**src/rtl/dm_pkg.sv**
```systemverilog
// Shared types and constants for the debug-module abstract command block.
// Command field positions, error codes and FSM states.
package dm_pkg;

  typedef enum logic [1:0] {
    S_IDLE,
    S_CHECK,
    S_ACCESS,
    S_DONE
  } state_e;

  typedef enum logic [2:0] {
    ERR_NONE       = 3'd0,
    ERR_BUSY       = 3'd1,
    ERR_NOTSUP     = 3'd2,
    ERR_EXCEPT     = 3'd3,
    ERR_HALTRESUME = 3'd4
  } cmderr_e;

  localparam int CMDTYPE_HI   = 31;
  localparam int CMDTYPE_LO   = 24;
  localparam int AARSIZE_HI   = 22;
  localparam int AARSIZE_LO   = 20;
  localparam int POSTEXEC_BIT = 18;
  localparam int TRANSFER_BIT = 17;
  localparam int WRITE_BIT    = 16;
  localparam int REGNO_HI     = 15;
  localparam int REGNO_LO     = 0;

  localparam logic [15:0] GPR_BASE    = 16'h1000;
  localparam logic [15:0] REGNO_LIMIT = GPR_BASE + 16'h0020;
  localparam logic [2:0]  AARSIZE_32  = 3'd2;

endpackage

```
**src/rtl/dm_cmd_decode.sv**
```systemverilog
// Legality check of a latched abstract command.
// Yields the error to raise (or none) and whether a transfer is wanted.
module dm_cmd_decode
  import dm_pkg::*;
(
  input  logic [31:0] cmd_i,
  input  logic        hart_halted_i,
  output cmderr_e     err_o,
  output logic        transfer_o
);

  logic [7:0]  cmdtype;
  logic [2:0]  aarsize;
  logic        postexec;
  logic        transfer;
  logic [15:0] regno;
  logic        ns_raw;
  logic        ex_raw;
  logic        c_halt;
  logic        c_ns;
  logic        c_ex;
  logic        unused_bits;

  assign cmdtype  = cmd_i[CMDTYPE_HI:CMDTYPE_LO];
  assign aarsize  = cmd_i[AARSIZE_HI:AARSIZE_LO];
  assign postexec = cmd_i[POSTEXEC_BIT];
  assign transfer = cmd_i[TRANSFER_BIT];
  assign regno    = cmd_i[REGNO_HI:REGNO_LO];

  assign unused_bits = ^{cmd_i[23], cmd_i[19], cmd_i[WRITE_BIT]};

  assign ns_raw = (cmdtype != 8'd0) || postexec
                || (transfer && aarsize != AARSIZE_32);
  assign ex_raw = transfer && (regno >= REGNO_LIMIT);

  // Priority folded into mutually exclusive terms
  assign c_halt = !hart_halted_i;
  assign c_ns   = hart_halted_i && ns_raw;
  assign c_ex   = hart_halted_i && !ns_raw && ex_raw;

  always_comb begin
    err_o = ERR_NONE;
    unique case (1'b1)
      c_halt:  err_o = ERR_HALTRESUME;
      c_ns:    err_o = ERR_NOTSUP;
      c_ex:    err_o = ERR_EXCEPT;
      default: err_o = ERR_NONE;
    endcase
  end

  assign transfer_o = transfer;

endmodule

```
**src/rtl/dm_abstract_cmd.sv**
```systemverilog
// Abstract command engine: accepts a DMI command, checks it and
// performs one register access through the dm_reg handshake.
module dm_abstract_cmd
  import dm_pkg::*;
#(
  parameter int unsigned TIMEOUT_CYCLES = 255
) (
  input  logic        clk_i,
  input  logic        reset_i,
  input  logic        cmd_valid_i,
  input  logic [31:0] cmd_i,
  input  logic        data0_wr_en_i,
  input  logic [31:0] data0_wdata_i,
  input  logic [2:0]  cmderr_clr_i,
  input  logic        hart_halted_i,
  input  logic [31:0] dm_reg_rdata_i,
  input  logic        dm_reg_ack_i,
  output logic [31:0] data0_o,
  output logic        busy_o,
  output logic [2:0]  cmderr_o,
  output logic        dm_reg_rd_wr_en_o,
  output logic        dm_reg_rd_wr_o,
  output logic [15:0] dm_reg_rd_wr_address_o,
  output logic [31:0] dm_reg_wdata_o
);

  localparam logic [7:0] TO_LIM = 8'(TIMEOUT_CYCLES);

  state_e      state_q;
  state_e      state_d;
  logic [31:0] cmd_q;
  logic [31:0] data0_q;
  logic [2:0]  cmderr_q;
  logic [2:0]  cmderr_d;
  logic [7:0]  cnt_q;
  cmderr_e     dec_err;
  logic        dec_xfer;
  cmderr_e     fsm_err;
  logic        fsm_err_set;
  logic        in_access;
  logic        busy;
  logic        accept;
  logic        busy_err;
  logic        timeout;
  logic        rd_ack;

  dm_cmd_decode u_dec (
    .cmd_i         (cmd_q),
    .hart_halted_i (hart_halted_i),
    .err_o         (dec_err),
    .transfer_o    (dec_xfer)
  );

  assign in_access = (state_q == S_ACCESS);
  assign busy      = (state_q != S_IDLE);
  assign accept    = !busy && cmd_valid_i && (cmderr_q == 3'd0);
  assign busy_err  = busy && (cmd_valid_i || data0_wr_en_i)
                   && (cmderr_q == 3'd0);
  assign timeout   = in_access && !dm_reg_ack_i
                   && (8'(cnt_q + 8'd1) == TO_LIM);
  assign rd_ack    = in_access && dm_reg_ack_i && !cmd_q[WRITE_BIT];

  always_comb begin
    state_d     = state_q;
    fsm_err     = ERR_NONE;
    fsm_err_set = 1'b0;
    unique case (state_q)
      S_IDLE: begin
        if (accept) state_d = S_CHECK;
      end
      S_CHECK: begin
        if (dec_err != ERR_NONE) begin
          fsm_err     = dec_err;
          fsm_err_set = 1'b1;
          state_d     = S_DONE;
        end else if (!dec_xfer) begin
          state_d = S_DONE;
        end else begin
          state_d = S_ACCESS;
        end
      end
      S_ACCESS: begin
        if (dm_reg_ack_i) begin
          state_d = S_DONE;
        end else if (timeout) begin
          fsm_err     = ERR_EXCEPT;
          fsm_err_set = 1'b1;
          state_d     = S_DONE;
        end
      end
      S_DONE:  state_d = S_IDLE;
      default: state_d = S_IDLE;
    endcase
  end

  // Any error raised this cycle beats a concurrent clear
  always_comb begin
    cmderr_d = cmderr_q & ~cmderr_clr_i;
    if (fsm_err_set) cmderr_d = fsm_err;
    else if (busy_err) cmderr_d = ERR_BUSY;
  end

  always_ff @(posedge clk_i) begin
    if (!reset_i) begin
      state_q  <= S_IDLE;
      cmd_q    <= '0;
      data0_q  <= '0;
      cmderr_q <= '0;
      cnt_q    <= '0;
    end else begin
      state_q  <= state_d;
      cmderr_q <= cmderr_d;
      if (accept) cmd_q <= cmd_i;
      cnt_q <= in_access ? 8'(cnt_q + 8'd1) : 8'd0;
      if (rd_ack) data0_q <= dm_reg_rdata_i;
      else if (!busy && data0_wr_en_i) data0_q <= data0_wdata_i;
    end
  end

  assign data0_o                = data0_q;
  assign busy_o                 = busy;
  assign cmderr_o               = cmderr_q;
  assign dm_reg_rd_wr_en_o      = in_access;
  assign dm_reg_rd_wr_o         = in_access && cmd_q[WRITE_BIT];
  assign dm_reg_rd_wr_address_o = in_access ? cmd_q[REGNO_HI:REGNO_LO] : 16'h0;
  assign dm_reg_wdata_o         = data0_q;

endmodule

```
**config.mk**
```make
export PLATFORM = sky130hd
export DESIGN_NAME = dm_abstract_cmd
export DESIGN_NICKNAME = d
export VERILOG_FILES = /design/src/rtl/dm_pkg.sv /design/src/rtl/dm_cmd_decode.sv /design/src/rtl/dm_abstract_cmd.sv
export SDC_FILE = /design/constraint.sdc
export NUM_CORES = 1
export LEC_CHECK = 0
export ABC_AREA = 1
export BUFFER_PORTS_ARGS = -buffer_cell sky130_fd_sc_hd__buf_2
export CELL_PAD_IN_SITES_DETAIL_PLACEMENT = 2
export CELL_PAD_IN_SITES_GLOBAL_PLACEMENT = 2
export CORE_MARGIN = 3
export CORE_UTILIZATION = 21
export CTS_CLUSTER_DIAMETER = 150
export CTS_CLUSTER_SIZE = 30
export DETAILED_ROUTE_END_ITERATION = 16
export GPL_TIMING_DRIVEN = 0
export PLACE_DENSITY_LB_ADDON = 0.1
export SLEW_MARGIN = 20
export SYNTH_ARGS = -nofsm -noshare
export SYNTH_HDL_FRONTEND = slang
export SYNTH_SLANG_ARGS = --single-unit
```
**constraint.sdc**
```tcl
create_clock -name clk_i -period 1.5 [get_ports clk_i]
set_input_delay 0.075 -clock clk_i [delete_from_list [all_inputs] [get_ports clk_i]]
set_output_delay 0.075 -clock clk_i [all_outputs]
set_load 0.02 [all_outputs]
```
==> results.cfg <==
[outcome]
outcome = finished with violations
failed_checks = negative setup slack

[global_routing]
gr-usage-met1_pct = 17.7
grt_antenna_before_repair = 1
grt_max_degree = 12
grt.busiest_layer = met2
gr-total-overflow = 0
grt_pass1_wl_mm = 25.2
grt_use_total_pct = 16.3
met2_usage_pct = 31.2
grt_util_met3_pct = 3.31
grt_pass1_vias = 4773

[power_and_ir_drop]
p_per_area_nw_per_um2 = 1640
vdd_drop_max_uv = 817
power_leakage_nw = 3.24

[route]
viasPerCell = 4.43
drc_errors = 0
drt-wirelength-per-cell_um = 16.6
ant_nets = 0
first_iter_violations = 131
drt_wl_total_mm = 16.2
first_pass_iters = 4
dr_total_vias = 4312

[logic_synthesis]
ys_seq_area_share_pct = 40.8
ys_top_cells_by_count = 75 x dfxtp_1, 65 x nor2_1, 63 x inv_1
yosys_warnings = 0
synthDistinctLibCells = 27
synth_largest_area_cell = dfxtp_1
synth-main-ff-cell = dfxtp_1
syn_area_um2 = 3680
synthCells = 489
synth_async_sr_flop_share_pct = 0
synth-edff-count = 0
synth_top_area_share_pct = 40.8
synth_area_per_cell_um2 = 7.53
synth_seq_cells = 75
yosys-top-cells-area = dfxtp_1 41%, a221oi_1 7.6%, nor2_1 6.6%
syn_nets = 599
synth_most_common_cell = dfxtp_1

[cts]
root_buffer = clkbuf_16
cts_tree = built
cts_inserted_buffers = 9
clock_sinks = 75
clk_path_buf_depth = 2
cts_max_level = 3
clk_latency_ps = 340
path_clk_slew_ps = 60

[cells_and_area]
nFillCells = 1898
drive_gt1_share_pct = 54.4
area_delta_synth_final_pct = 87.5
fin_nets = 858
finish.utilization_pct = 40.9
n_antenna_cell = 0
final_cell_area_um2 = 6900

[floorplanning]
io_pins = 191
dieArea_um2 = 19200
initial_core_util_pct = 21.8
die_w_um = 138
rows = 47
die_h_um = 138
design.core.area_um2 = 16900

[setup_path]
cp-start-kind = flip-flop
worst-path-max-fanout = 7
rrSetupSlack_ps = -80
cp-end-kind = flip-flop
path_class = reg -> reg
crit_arrival_ps = 1790
crit_required_ps = 1710

[timing]
worst_slew_pin_slew_ps = 883
hold_violations = 0
period_share_pct = 106
rsz0062_at_grt = true
fin_tns_setup_ps = -1230
fin_skew_ps = 8.13
max_freq_mhz = 631
setup_viol = 33
timing.hold.ws_ps = 3.42
fin_crit_ps = 1580
final-max-slew-violation-count = 0
timing.final.ws_setup_ps = -83.9
relSlewSlack_pct = 41.1

[min_path]
hp-class = in -> reg

[placed_design]
routabilityCongestion = 0.741
dp_hpwl_mm = 11.3
dpl_cell_area_um2 = 4930
port-buffer-count = 187

[run]
drv_cap = 0
## critical path, cell delays in order, from the launching register on
cell and delay [ps]:
dfxtp_4 350, inv_4 60, ha_4 150, nand2_4 50, nor2_4 160, buf_12 180, buf_12 120, buf_16 100
nor3b_2 40, a221oi_2 170, nor2_1 70
## path summary, 6_finish.rpt
| path | start | end | depth (start not counted) |
|---|---|---|---|
| min | cmd_i[4] | cmd_q[4] | 3 |
| max | state_q[0] | data0_o[9] | 10 |
| max reg2reg | state_q[0] | data0_o[9] | 10 |
| min reg2reg | cmd_q[0] | cmd_q[0] | 2 |
## logic make-up (layout without fill, tap and decap cells)
kind of cell | Yosys count | after routing | share of synthesized area [%]
AND/OR/NAND/NOR | 183 | 184 | 23.8
buffers and inverters | 124 | 387 | 16.3
AO/OA/AOI/OAI | 100 | 100 | 16.9
flip-flops | 75 | 75 | 40.8
adder cells (fa/ha/maj) | 5 | 5 | 1.70
XOR/XNOR | 2 | 2 | 0.476
## per-stage QoR
step	setup WS (ps)	cells	power [mW]
6_report	-83.9	973	11.3
5_1_grt	-171	973	12.1
4_1_cts	-108	963	10.5
3_5_place_dp	-461	896	7.13
3_3_place_gp	-354	896	6.96
2_1_floorplan	17.0	489	5.70
## placed cells by master (no fill, tap or decap), types with 7 or more instances in the layout
cell type / count
a21oi_1: 29
a221oi_2: 30
buf_2: 187
buf_4: 43
buf_6: 8
buf_8: 8
clkbuf_1: 9
clkbuf_16: 15
clkbuf_8: 7
dfxtp_1: 67
dlygate4sd3_1: 38
inv_1: 62
nand2_1: 49
nand2_2: 8
nand3_1: 9
nor2_1: 60
nor3b_1: 8
nor3b_2: 13
nor3b_4: 11
o21ai_2: 25
## registers in the layout, indices dropped and copies added, names as in the netlist
signal and count:
cmd_q 30, state_q 2, cnt_q 8, data0_o 32, cmderr_o 3
## report_power, final
part / switching (mW) / internal [mW] / total (mW)
sequential: 0.460 / 2.56 / 3.02
clock: 0.865 / 1.21 / 2.07
combinational: 3.35 / 2.86 / 6.21
## area by class of cell
type,count,area [um^2],area share [%]
multi-input combinational,291,2360,34.1
clock buffer,14,264,3.83
tap,220,275,3.99
clock inverter,2,10.0,0.145
timing repair buffer,247,1620,23.5
buffer,60,603,8.74
inverter,64,244,3.54
sequential,75,1530,22.1
## layer usage
metal  vias to the layer above  part of all wire, %  wire, um
met1                      2072                   40      6460
met2                       116                   54      8740
met3                        17                  4.3       690
li1                       2105                    -         -
met4                         2                  1.6       263
met5                         -                0.080        13
## repair_timing
| item | CTS | global route |
|---|---|---|
| hold buffers | 37 | 1 |
| endpoints found under the setup margin | 85 | 77 |
| setup buffers | 10 | 6 |
| cloned | 4 | 4 |
| pin swaps | 21 | 23 |
| resized for setup | 151 | 105 |
| endpoints found under the hold margin | 37 | 1 |
Note: power is estimated with default switching activity, not from simulation.
